<file path="config.mk">
export PLATFORM = sky130hd
export DESIGN_NAME = pwm_deadtime_leg
export DESIGN_NICKNAME = d
export VERILOG_FILES = /design/src/rtl/pwm_deadtime_leg.sv
export SDC_FILE = /design/constraint.sdc
export NUM_CORES = 1
export LEC_CHECK = 0
export CORE_MARGIN = 3
export CORE_UTILIZATION = 40
export DETAILED_ROUTE_END_ITERATION = 7
export PLACE_DENSITY = 0.7
export SYNTH_ARGS = -nofsm -noshare
export SYNTH_HDL_FRONTEND = slang
export SYNTH_SLANG_ARGS = --single-unit
</file>
<file path="constraint.sdc">
create_clock -name clk -period 5.3 [get_ports clk]
set_clock_uncertainty 0.05 [all_clocks]
set_input_delay 0.53 -clock clk [delete_from_list [all_inputs] [get_ports clk]]
set_output_delay 0.53 -clock clk [all_outputs]
set_load 0.03 [all_outputs]
</file>
<file path="src/rtl/pwm_deadtime_leg.sv">
// pwm_deadtime_leg: one half-bridge leg of a carrier-compare PWM modulator.
// Compares a shared triangle carrier against a double-buffered duty value and
// drives complementary, registered gate commands separated by a programmable
// dead time. gate_hi and gate_lo are never asserted together.
//
// Build option:
//   PWM_PEAK_UPDATE_EN - when defined, the pending duty value is also copied to
//                        the active register at the carrier peak (double-rate
//                        update). When undefined, only the valley updates it.
module pwm_deadtime_leg #(
    parameter int unsigned CW  = 16,
    parameter int unsigned DTW = 8
) (
    input  logic           clk,
    input  logic           rst_n,
    input  logic           enable,
    input  logic [CW-1:0]  carrier,
    input  logic [CW-1:0]  carrier_max,
    input  logic [CW-1:0]  duty,
    input  logic           duty_valid,
    input  logic [DTW-1:0] deadtime,
    output logic           gate_hi,
    output logic           gate_lo,
    output logic [CW-1:0]  duty_active,
    output logic           update_tick
);

    typedef enum logic [1:0] {
        StOff,
        StHi,
        StLo,
        StDt
    } state_e;

    // Carrier history and duty shadow registers
    logic [CW-1:0]  carrier_q;
    logic [CW-1:0]  pending_q;
    logic           pend_flag_q;
    logic [CW-1:0]  duty_active_q;
    logic           update_tick_q;

    // Compare result
    logic [CW:0]    carrier_max_p1;
    logic [CW:0]    duty_ext;
    logic [CW:0]    duty_eff;
    logic           want_hi_d;
    logic           want_hi_q;

    // Gate state machine
    state_e         state_q, state_d;
    logic           tgt_hi_q, tgt_hi_d;
    logic [DTW-1:0] dt_cnt_q, dt_cnt_d;
    logic           gate_hi_q, gate_hi_d;
    logic           gate_lo_q, gate_lo_d;

    // Transfer events
    logic           valley_evt;
    logic           xfer_evt;
    logic           xfer_go;

    // Detect the carrier reaching an extreme; the delayed copy makes it one event per visit.
    always_comb begin
        valley_evt = (carrier == '0) && (carrier_q != '0);
`ifdef PWM_PEAK_UPDATE_EN
        xfer_evt   = valley_evt ||
                     ((carrier == carrier_max) && (carrier_q != carrier_max));
`else
        xfer_evt   = valley_evt;
`endif
        xfer_go    = xfer_evt && pend_flag_q;
    end

    // Carrier delay line; resets to 1 so the first valley after reset counts as an event.
    always_ff @(posedge clk or negedge rst_n) begin
        if (!rst_n) begin
            carrier_q <= CW'(1);
        end else begin
            carrier_q <= carrier;
        end
    end

    // Pending duty register: last strobe wins, transfer consumes the flag.
    always_ff @(posedge clk or negedge rst_n) begin
        if (!rst_n) begin
            pending_q   <= '0;
            pend_flag_q <= 1'b0;
        end else begin
            if (duty_valid) begin
                // A strobe coincident with a transfer keeps the new value pending.
                pending_q   <= duty;
                pend_flag_q <= 1'b1;
            end else if (xfer_go) begin
                pend_flag_q <= 1'b0;
            end
        end
    end

    // Active duty register and its update pulse.
    always_ff @(posedge clk or negedge rst_n) begin
        if (!rst_n) begin
            duty_active_q <= '0;
            update_tick_q <= 1'b0;
        end else begin
            update_tick_q <= xfer_go;
            if (xfer_go) begin
                duty_active_q <= pending_q;
            end
        end
    end

    // Clamp duty to carrier_max+1 in CW+1 bits so an over-range duty stays fully high.
    always_comb begin
        carrier_max_p1 = {1'b0, carrier_max} + (CW+1)'(1);
        duty_ext       = {1'b0, duty_active_q};
        duty_eff       = (duty_ext < carrier_max_p1) ? duty_ext : carrier_max_p1;
        want_hi_d      = ({1'b0, carrier} < duty_eff);
    end

    // Registered compare result.
    always_ff @(posedge clk or negedge rst_n) begin
        if (!rst_n) begin
            want_hi_q <= 1'b0;
        end else begin
            want_hi_q <= want_hi_d;
        end
    end

    // Next-state logic: every on-transition passes through the dead-time state.
    always_comb begin
        state_d  = state_q;
        tgt_hi_d = tgt_hi_q;
        dt_cnt_d = dt_cnt_q;
        if (!enable) begin
            state_d  = StOff;
            dt_cnt_d = '0;
        end else begin
            case (state_q)
                StOff: begin
                    state_d  = StDt;
                    tgt_hi_d = want_hi_q;
                    dt_cnt_d = deadtime;
                end
                StHi: begin
                    if (!want_hi_q) begin
                        state_d  = StDt;
                        tgt_hi_d = 1'b0;
                        dt_cnt_d = deadtime;
                    end
                end
                StLo: begin
                    if (want_hi_q) begin
                        state_d  = StDt;
                        tgt_hi_d = 1'b1;
                        dt_cnt_d = deadtime;
                    end
                end
                StDt: begin
                    if (want_hi_q != tgt_hi_q) begin
                        // Request reversed mid dead time: restart the full interval.
                        tgt_hi_d = want_hi_q;
                        dt_cnt_d = deadtime;
                    end else if (dt_cnt_q == '0) begin
                        state_d = tgt_hi_q ? StHi : StLo;
                    end else begin
                        dt_cnt_d = dt_cnt_q - DTW'(1);
                    end
                end
                default: begin
                    state_d  = StOff;
                    dt_cnt_d = '0;
                end
            endcase
        end
        // Gates follow the next state so they switch on the same edge as the state.
        gate_hi_d = (state_d == StHi);
        gate_lo_d = (state_d == StLo);
    end

    // State register and registered gate outputs; reset drops gates asynchronously.
    always_ff @(posedge clk or negedge rst_n) begin
        if (!rst_n) begin
            state_q   <= StOff;
            tgt_hi_q  <= 1'b0;
            dt_cnt_q  <= '0;
            gate_hi_q <= 1'b0;
            gate_lo_q <= 1'b0;
        end else begin
            state_q   <= state_d;
            tgt_hi_q  <= tgt_hi_d;
            dt_cnt_q  <= dt_cnt_d;
            gate_hi_q <= gate_hi_d;
            gate_lo_q <= gate_lo_d;
        end
    end

    assign gate_hi     = gate_hi_q;
    assign gate_lo     = gate_lo_q;
    assign duty_active = duty_active_q;
    assign update_tick = update_tick_q;

endmodule
</file>
# == After elaboration in Yosys (flattened, before gate mapping) ==
# Cells that the tools add are included.
# totals
ff_bits,64
input_bits,60
elab_cells,56
# op_classes
n_addsub,2
order_cmp,2
n_eq_ne,12
muxes,20
reduce_logical,9
# op_table
cell,n
8-bit two-way mux,5
16-bit by 17-bit < comparator with 1-bit output,2
8-bit case mux with 4 select lines,1
16-bit by 1-bit adder with 17-bit output (second input constant),1
17-bit two-way mux,1
16-bit zero test,1
16-bit nonzero test,1
2-bit two-way mux,6
8-bit zero test,1
2-bit case mux with 4 select lines,1
8-bit by 1-bit subtractor with 8-bit output (second input constant),1
2-bit == test (second input constant),3
2-bit inequality test (second input constant),3
3-bit inequality test (second input constant),2
1-bit two-way mux,5
2-bit by 1-bit == test with 1-bit output (second input constant),2
4-bit inequality test (second input constant),1
1-bit case mux with 4 select lines,1
4-bit AND reduction,1
3-bit AND reduction,1
1-bit logical AND,2
2-bit zero test,1
2-bit nonzero test,1
1-bit inequality test,1

# == Depth between registers and ports, before layout ==
# Gate-level depths: netlist of run 1.
# depth
depth_word,6
depth_mapped,21

# == Worst setup path before layout of run 1 ==
# Ideal clock, no wire load.
# synth_timing
path_kind,input-to-reg
start,input carrier_max[0]
end,register want_hi_q
setup_time_ns,0.087
t_arrival_ns,4.205
required_ns,5.163
setup_slack_ns,0.958
path_stages,21
path_buffers,2
path_cell_list,ha_1 and3_1 and3_1 and2b_1 xnor2_1 ha_1 a21oi_1 o21ai_0 nor3_1 a311oi_4 or2_1 buf_6 buf_6 a21o_1 ha_1 a21o_1 a21o_1 a21o_1 a211oi_1 o221ai_1 a211oi_2
# synth_via
elab_chain_cells,4
# synth_rtl
item,line_no,rtl
from (decl),18,"input logic [CW-1:0] carrier_max,"
16-bit by 1-bit adder with 17-bit output *,113,"carrier_max_p1 = {1'b0, carrier_max} + (CW+1)'(1);"
16-bit by 17-bit < comparator with 1-bit output,115,duty_eff = (duty_ext < carrier_max_p1) ? duty_ext : carrier_max_p1;
17-bit two-way mux *,115,
16-bit by 17-bit < comparator with 1-bit output *,116,"want_hi_d = ({1'b0, carrier} < duty_eff);"
via want_hi_d,46,logic want_hi_d;
to (signal assigned),124,want_hi_q <= want_hi_d;
to (decl),47,logic want_hi_q;
# Mark *: on every way through the listed nets, which the timed path passes. The rest lies on a longest branch.
# A chain may end at the register's enable or synchronous reset.

# == Final worst setup path of run 1 ==
# layout_timing
start,input carrier_max[1]
end,register want_hi_q
# The elaborated chain is that of the path after synthesis.

==> results of run 1 <==
[layout by cell type, fill, tap and decap left out, types with 4 or more instances in the layout]
master and n:
sky130_fd_sc_hd__a21o_1 16, sky130_fd_sc_hd__nor4_1 10, sky130_fd_sc_hd__mux2_2 31, sky130_fd_sc_hd__and3_1 4
sky130_fd_sc_hd__ha_1 36, sky130_fd_sc_hd__a21oi_1 15, sky130_fd_sc_hd__nand3_1 7, sky130_fd_sc_hd__nor2_1 10
sky130_fd_sc_hd__dfrtp_1 63, sky130_fd_sc_hd__inv_1 15, sky130_fd_sc_hd__nand4_1 7, sky130_fd_sc_hd__clkdlybuf4s50_1 77
sky130_fd_sc_hd__o21a_1 4, sky130_fd_sc_hd__xnor2_1 7, sky130_fd_sc_hd__nand2_1 16, sky130_fd_sc_hd__buf_4 5
sky130_fd_sc_hd__xor2_1 8, sky130_fd_sc_hd__clkbuf_8 10, sky130_fd_sc_hd__o21ai_0 23, sky130_fd_sc_hd__nor3_1 24
sky130_fd_sc_hd__o211ai_1 4, sky130_fd_sc_hd__o21ai_1 14
[what timing repair did]
action	in CTS	in global routing
gates resized for setup	0	1
setup endpoints to repair	0	1
setup buffers	0	0
[cell type report]
cell class / instances / area share [%]
flip-flops and latches: 64 / 32.8
clock buffers: 12 / 2.97
clock inverters: 4 / 0.922
multi-input cells: 269 / 42.2
well taps: 126 / 3.23
repair buffers: 83 / 16.7
inverters: 15 / 1.15
[how the worst min path moves through the flow]
stage,start,endpoint,slack [ns],cells after the start
6_report,rst_n,pending_q[5],0.30,2
5_1_grt,rst_n,pending_q[5],0.36,2
2_1_floorplan,rst_n,carrier_q[10],0.18,0
3_3_place_gp,pend_flag_q,pend_flag_q,0.41,1
3_5_place_dp,pending_q[0],duty_active[0],0.42,2
4_1_cts,rst_n,pending_q[5],0.32,2
[power breakdown]
| part | switching (W) | internal (W) |
|---|---|---|
| Combinational | 0.000162 | 0.000148 |
| Clock | 0.000181 | 0.000228 |
| Sequential | 0.0000374 | 0.000535 |
| Total | 0.000381 | 0.000911 |
[sequential cells by signal, indices dropped and copies added, names as in the netlist]
| signal | cells |
|---|---|
| update_tick | 1 |
| gate_lo | 1 |
| pending_q | 16 |
| carrier_q | 16 |
| duty_active | 16 |
| tgt_hi_q | 1 |
| pend_flag_q | 1 |
| want_hi_q | 1 |
| dt_cnt_q | 8 |
| gate_hi | 1 |
| state_q | 2 |
[cell families (layout without fill, tap and decap cells)]
family	count (synthesis)	after routing	synth area share, %
simple gates	100	100	14.8
mux	33	33	9.75
buf+inv	26	114	3.30
compound gates	85	85	14.4
fa+ha+maj	36	36	11.9
flops	64	64	42.3
xor+xnor	15	15	3.47
[routing by layer]
metal	vias to the layer above	part of all wire [%]	global-route usage, %
met5	-	0	0
met4	0	0.74	4.58
met3	10	5.6	6.44
met2	63	47	28.5
met1	1448	47	24.0
li1	1486	-	-
[metrics by stage]
| stage | utilization, % | worst slack, ns | instance area [sq um] |
|---|---|---|---|
| after floorplan | - | 0.958 | 3790 |
| after global placement | 52.2 | 0.259 | 4690 |
| after detailed placement | 52.2 | -0.0193 | 4690 |
| after CTS | 54.3 | 0.331 | 4880 |
| after global routing | 54.4 | 0.0138 | 4880 |
| final | 54.4 | 0.347 | 4880 |
==> results.toml, run 1 <==
[status]
result_of_the_run = "completed"

[floorplan]
die_area_sq_um = 10700
die-height_um = 103
io_pins = 79
rows = 34
fp.dieW_um = 103
fp.coreArea_sq_um = 8980
floorplan.initialDensity_pct = 42.2

[detailed_routing]
drc = 0
dr_iter_0_viols = 188
wirelength_mm = 9.01
drt-wirelength-per-cell_um = 15.7
drt_first_pass_iters = 4
num_vias = 3007
postRouteAntennaNets = 0
route.detailed.vias_per_inst = 5.25

[yosys]
ys_flop_type = "sky130_fd_sc_hd__dfrtp_1"
synth_edf_count = 0
synth_most_common_cell = "sky130_fd_sc_hd__dfrtp_1"
postSynthNetCount = 455
synth_top_area_share_pct = 41.6
ys_top_cells_by_count = "sky130_fd_sc_hd__dfrtp_1, sky130_fd_sc_hd__ha_1, sky130_fd_sc_hd__mux2_2, sky130_fd_sc_hd__nor3_1, sky130_fd_sc_hd__o21ai_0"
synthesis.area_sq_um = 3790
synth.largest_area_cell = "sky130_fd_sc_hd__dfrtp_1"
synth.ff_latch_count = 64
area_contributors_post_synth = "sky130_fd_sc_hd__dfrtp_1, sky130_fd_sc_hd__ha_1, sky130_fd_sc_hd__mux2_2"
ys_async_sr_fraction_pct = 100
synthesis.area_per_instance_sq_um = 10.5
yosys_warnings = 0
ys_seq_area_share_pct = 42.3
synth_cells = 359
synth_cell_type_count = 50

[place]
dp_hpwl_mm = 6.94
io_buffer_count = 78
dp_cells = 557
gp_congestion = 0.848

[cells_and_area]
nets = 538
fillerInstances = 812
final-seq-area_sq_um = 1600
area_growth_syn_to_layout_pct = 29.0
layout.cells.non_filler = 573
multi_input_comb_area_sq_um = 2060
insertedDiodeCount = 0
drive_gt1_share_pct = 14.8

[cts]
clk_pin_slew_worst_paths_ns = 0.07
cts_inserted_buffers = 9
cts_sinks = 64
cts_buffer_depth = 2
cts_tree = "built"
h-tree-depth = 3
clock-root-buffer = "sky130_fd_sc_hd__clkbuf_8"
clock_insertion_delay_at_the_later_pin_of_the_skew_report_ns = 0.34
cts_hold_buf = 0

[grt]
grt_remaining_overflow = 0
grt_use_total_pct = 18.1
antenna_found_initial = 0
grt_first_pass_wirelength_mm = 15.0
grt_start_max_net_pins = 65
number_of_global_route_vias_before_repair = 3152

[pwr]
max-vdd-ir-drop_v = 0.000145
power_density_nw_per_um2 = 265
post-layout-total-power_w = 0.00129
cellLeakagePower_nw = 2.08

[job]
max-cap-violations = 0

[critical_path]
rr_startpoint = "duty_active[10]"
worstSetupPathDepth = 21
worstSetupEndpoint = "want_hi_q"
critical_path.startpoint = "carrier_max[1]"
start_kind = "primary input"
path_max_fanout = 9
critical_path_arrival_ns = 5.12
cp_cell_sequence = "clkdlybuf4s50_1 > ha_1 > and3_1 > and3_1 > nand3_1 > xor2_1 > ha_1 > a21oi_1 > o21ai_0 > o2111ai_1 > a311oi_4 > or2_1 > buf_4 > a21o_1 > ha_1 > and4_1 > nand4_1 > nor3_1 > o21ai_0 > nor3_1 > a211oi_2"
worst_path_largest_cell_delay_ns = 0.50
worst_r2r_endpoint = "want_hi_q"
worst-r2r-cell-count = 15
worst_path_most_repeated_cell = "sky130_fd_sc_hd__ha_1"
worst-r2r-setup-slack_ns = 1.66
kind_of_cell_with_the_highest_combined_delay_on_the_critical_path = "simple AND/OR/NAND/NOR gates"
timing.setup.critical_path_class = "primary input to flip-flop"
cp_num_buf_inv = 2
cp.required_ns = 5.47
crit_path_top_delay_cell = "sky130_fd_sc_hd__clkdlybuf4s50_1"
worst_setup_path_end_kind = "flip-flop"

[timing]
timing.max_slew.rel_slack_pct = 29.5
maximum_operating_frequency_mhz = 202
final-max-slew-violation-count = 0
fin_crit_sh_pct = 93.4
grt_setup_unrepaired = "no"
fin_hold_ws_ns = 0.296
setup_viol = 0
worstMarginPinSlew_ns = 1.06
timing.final.crit_period_ns = 4.95
setup_total_negative_slack_ns = 0
hold_viol_final = 0

[min_path]
holdCritPathClass = "primary input to asynchronous set/reset pin"
Power figures use the tool's default switching activity.
==> run 2: changes to the inputs <==
ABC_AREA = 0   (was default)
==> results of run 2 <==
Final layout, timing and power as in run 1 (identical DEF).
==> run 3: changes to the inputs <==
HOLD_SLACK_MARGIN = 0.1   (was default)
==> results of run 3 <==
Final layout, timing and power as in run 1 (identical DEF).
